[config.mk]
export PLATFORM = sky130hd
export DESIGN_NAME = fft_transpose_4x4
export DESIGN_NICKNAME = d
export VERILOG_FILES = /design/src/rtl/fft_transpose_4x4.sv
export SDC_FILE = /design/constraint.sdc
export NUM_CORES = 1
export LEC_CHECK = 0
export CAP_MARGIN = 10
export CORE_ASPECT_RATIO = 1.25
export CORE_MARGIN = 2
export CORE_UTILIZATION = 40
export DETAILED_ROUTE_END_ITERATION = 12
export PLACE_DENSITY = 0.54
export SETUP_SLACK_MARGIN = 0.3
export SYNTH_ARGS = -nofsm -noshare
export SYNTH_HDL_FRONTEND = slang
export SYNTH_SLANG_ARGS = --single-unit
[constraint.sdc]
create_clock -name i_clk -period 22.3 [get_ports i_clk]
set_input_delay 3.345 -clock i_clk [delete_from_list [all_inputs] [get_ports i_clk]]
set_output_delay 3.345 -clock i_clk [all_outputs]
set_load 0.01 [all_outputs]
[src/rtl/fft_transpose_4x4.sv]
// Ping-pong 4x4 corner-turn: rows in, columns out, one beat per cycle; column 0 valid 1 cycle after the 4th row.
// i_in_valid is refused only while both banks are full; column outputs hold steady until i_out_ready accepts them.
module fft_transpose_4x4 #(
  parameter int DATA_W = 16
) (
  input  logic                  i_clk,
  input  logic                  i_rst,
  input  logic                  i_in_valid,
  output logic                  o_in_ready,
  input  logic [4*DATA_W-1:0]   i_in_real,
  input  logic [4*DATA_W-1:0]   i_in_imag,
  output logic                  o_out_valid,
  input  logic                  i_out_ready,
  output logic [4*DATA_W-1:0]   o_out_real,
  output logic [4*DATA_W-1:0]   o_out_imag,
  output logic [1:0]            o_out_col,
  output logic                  o_out_last
);

  typedef struct packed {
    logic [DATA_W-1:0] re;
    logic [DATA_W-1:0] im;
  } cplx_t;

  cplx_t       r_mem [2][4][4];
  logic [1:0]  r_full;
  logic        r_wr_bank;
  logic [1:0]  r_wr_row;
  logic        r_rd_bank;
  logic [1:0]  r_rd_col;

  logic        w_wr_fire;
  logic        w_rd_fire;
  logic [1:0]  w_full_nxt;

  assign o_in_ready  = !i_rst && !r_full[r_wr_bank];
  assign o_out_valid = r_full[r_rd_bank];
  assign w_wr_fire   = i_in_valid && o_in_ready;
  assign w_rd_fire   = o_out_valid && i_out_ready;

  // Write and read always target different banks, so set and clear never collide.
  always_comb begin
    w_full_nxt = r_full;
    if (w_wr_fire && (r_wr_row == 2'd3)) w_full_nxt[r_wr_bank] = 1'b1;
    if (w_rd_fire && (r_rd_col == 2'd3)) w_full_nxt[r_rd_bank] = 1'b0;
  end

  always_ff @(posedge i_clk) begin
    if (i_rst) begin
      r_full    <= 2'b00;
      r_wr_bank <= 1'b0;
      r_wr_row  <= 2'd0;
      r_rd_bank <= 1'b0;
      r_rd_col  <= 2'd0;
    end else begin
      r_full <= w_full_nxt;
      if (w_wr_fire) begin
        r_wr_row <= r_wr_row + 2'd1;
        if (r_wr_row == 2'd3) r_wr_bank <= ~r_wr_bank;
      end
      if (w_rd_fire) begin
        r_rd_col <= r_rd_col + 2'd1;
        if (r_rd_col == 2'd3) r_rd_bank <= ~r_rd_bank;
      end
    end
  end

  // Storage is never cleared; the full flags alone decide what is visible.
  always_ff @(posedge i_clk) begin
    if (w_wr_fire) begin
      for (int k = 0; k < 4; k++) begin
        r_mem[r_wr_bank][r_wr_row][k].re <= i_in_real[k*DATA_W +: DATA_W];
        r_mem[r_wr_bank][r_wr_row][k].im <= i_in_imag[k*DATA_W +: DATA_W];
      end
    end
  end

  always_comb begin
    o_out_real = '0;
    o_out_imag = '0;
    o_out_col  = 2'd0;
    o_out_last = 1'b0;
    if (o_out_valid) begin
      for (int k = 0; k < 4; k++) begin
        o_out_real[k*DATA_W +: DATA_W] = r_mem[r_rd_bank][k][r_rd_col].re;
        o_out_imag[k*DATA_W +: DATA_W] = r_mem[r_rd_bank][k][r_rd_col].im;
      end
      o_out_col  = r_rd_col;
      o_out_last = (r_rd_col == 2'd3);
    end
  end

endmodule

==> flow_summary_export.csv <==
group,metric,value,unit
final_layout,nets,2403,
synthesis,syn_nets,2155,
sta,final_hold_viol_count,0,
worst_setup_path,end_kind,"output pin",
final_layout,post-route-util,46.8,%
sta,skew,0.0141,ns
power,ir_drop,59.9,µV
cts,cts_tree,"done",
synthesis,synth_edf_count,1024,
worst_setup_path,worstPathRequired,18.95,ns
placement,numPortBuffers,264,
final_layout,area_delta_synth_final,16.3,%
synthesis,ys_ff_latch,1033,
final_layout,layout.cells.non_filler,3780,
floorplan,initial_utilization,40.2,%
grt,antenna_found_initial,6,
synthesis,synthSimpleGateAreaFrac,0.423,%
synthesis,synth_area_leaders,"edfxtp_1, mux4_2, mux2_2",
worst_hold_path,hold_depth,2,
worst_setup_path,reg2regPathDepth,4,
sta,rsz0062_at_grt,"false",
floorplan,dieHeight,372,µm
synthesis,synth_top_area_share,70.8,%
placement,place.gp.congestion,0.717,
worst_setup_path,path_class,"reg -> out",
power,power_density,77.6,nW/µm²
placement,dp_cells,3596,
cts,clk_latency,0.68,ns
cts,h-tree-depth,3,
synthesis,synth_xor_xnor_area_share,0,%
synthesis,synth_largest_area_cell,"edfxtp_1",
worst_setup_path,crit_arrival,4.78,ns
placement,dpl.hpwl,58000,µm
grt,grt_pass1_wl,151000,µm
power,finalPower,3.92,mW
worst_setup_path,start_kind,"flop",
synthesis,syn_area_per_cell,21.5,µm²
synthesis,ys_dominant_reg_cell,"edfxtp_1",
sta,fin_setup_tns,0,ns
worst_hold_path,min_path_type,"reg -> reg",
power,pwr-share-seq,55.2,%
floorplan,die_area,111000,µm²
power,combPwrFrac,3.9,%
sta,fin_crit_sh,36.4,%
cts,numCtsBuffers,106,
sta,slew_viol_final,0,
worst_setup_path,worstPathMaxFanout,50,
grt,grt_pass1_vias,23200,
detailed_routing,drtIter0Drc,1179,
detailed_routing,via_per_inst,5.53,
power,internal_power,3.12,mW
power,p_sw,796,µW
detailed_routing,wl_per_cell,26.8,µm
synthesis,synth_compound_area_share,2.75,%
detailed_routing,post-route-drc-count,0,
synthesis,netlist_instances,2018,
synthesis,synth.area.mux_share,23.6,%
detailed_routing,drt_pass1_iterations,5,
detailed_routing,routed-via-count,20900,
floorplan,coreArea,108000,µm²
run_status,status,"complete, no violations",
cts,clock_sinks,1033,
synthesis,synth_top_family_by_area,"multiplexers",
sta,max_freq,123,MHz
sta,maxSlewHeadroom,19.7,%
sta,worst_pin_slew,1.20,ns
cts,post_cts_resize_count,0,
grt,grt_use_total,18.3,%
run,drv_cap,0,
power,leakagePower,15.6,nW
final_layout,antenna_cells,0,
detailed_routing,totalWireLength,101000,µm
cts,clkTransAtPathRegs,0.06,ns
power,p_clk_share,40.8,%
sta,fin_crit,8.13,ns
cts,postCtsSetupRepairBufs,0,
synthesis,ys_async_sr_fraction,0,%
cts,cts_max_path_buffers,3,
synthesis,synth-warning-count,0,
power,swShare,20.3,%
synthesis,yosysSeqAreaShare,71.2,%
grt,overflow,0,
synthesis,yosysMostFrequentCell,"edfxtp_1",
floorplan,fp.dieW,299,µm
grt,grt_max_degree,121,
floorplan,io_pins,265,
synthesis,ys_types,28,
synthesis,yosys-top-cells-count,"edfxtp_1, mux2_2, mux4_2",
sta,setup_viol_count_final,0,
synthesis,synthesis.area,43400,µm²
detailed_routing,drtAntennaViolNets,0,
synthesis,synthAdderAreaFrac,0.144,%
floorplan,rows,135,
cts,cts_hold_buf,0,
cts,cts_root_buf,"clkbuf_16",
final_layout,final_layout_size_suffix_gt1_share,33.9,%
[sequential cells by signal (all words and copies together) (netlist names), named ones only]
register / flops
r_wr_row: 2
r_mem: 1024
r_rd_col: 2
r_rd_bank: 1
r_wr_bank: 1
r_full: 2
[per-stage QoR]
stage / area (µm²) / hold WS, ns / setup WS [ns]
floorplan: 43400 / 0.479 / 12.06
global placement: 47500 / 0.498 / 14.16
detailed placement: 47500 / 0.515 / 14.16
CTS: 50500 / 0.526 / 13.83
global route: 50500 / 0.563 / 13.69
finish: 50500 / 0.520 / 14.17
[layer usage]
layer	wire length, µm	share of wire [%]	vias to the layer above	GRT usage, %
met5	56	0.055	-	0
met4	1500	1.5	8	4.40
met3	5590	5.5	113	4.00
met2	53300	52	440	32.6
met1	41100	40	11300	22.7
li1	-	-	9012	-
[worst paths after layout]
check,from,to,slack [ns]
worst min register to register,r_rd_bank,r_rd_bank,0.52
worst max-delay path,flop,o_out_real[56],14.17
worst min-delay path,r_rd_bank,r_rd_bank,0.52
worst max register to register,r_wr_bank,r_mem[0][95],18.21
[area by class of cell]
type	count	area [µm²]
clock buffer	136	2810
clock inverter	48	245
fill	9085	57600
inverter	6	22.5
multi-input combinational	818	11800
sequential	1033	30900
tap	1438	1800
timing repair buffer	301	2950
[power by group through the flow]
| stage | registers, mW | clock network, mW | logic, mW |
|---|---|---|---|
| 2_1_floorplan | 2.21 | 0 | 0.0855 |
| 5_1_grt | 2.16 | 1.72 | 0.167 |
| 3_3_place_gp | 2.20 | 0 | 0.149 |
| 6_report | 2.16 | 1.60 | 0.154 |
| 4_1_cts | 2.16 | 1.65 | 0.157 |
| 3_5_place_dp | 2.21 | 0 | 0.156 |
[logic make-up after synthesis]
| logic type | Yosys count |
|---|---|
| mux | 644 |
| buf+inv | 167 |
| fa+ha+maj | 5 |
| compound gates | 141 |
| simple gates | 28 |
| flops | 1033 |
[worst max-delay path, cell delays in order, from the launching register on]
cell and delay [ns]:
dfxtp_4 0.92, buf_4 0.92, buf_4 0.79, mux4_2 0.60, a22o_1 0.25, clkdlybuf4s50_1 0.57
[layout by cell type, fill, tap and decap left out, types with 5 or more instances in the layout]
master,count
ha_1,5
dfxtp_1,7
nor2_4,9
clkdlybuf4s50_1,264
clkbuf_1,28
buf_4,35
clkinv_2,13
a21oi_1,6
clkinv_1,31
mux4_2,256
clkbuf_16,108
mux2_2,324
edfxtp_1,1024
a22o_1,128
mux2_1,27
mux2_4,34
inv_1,6
Power figures use the tool's default switching activity.
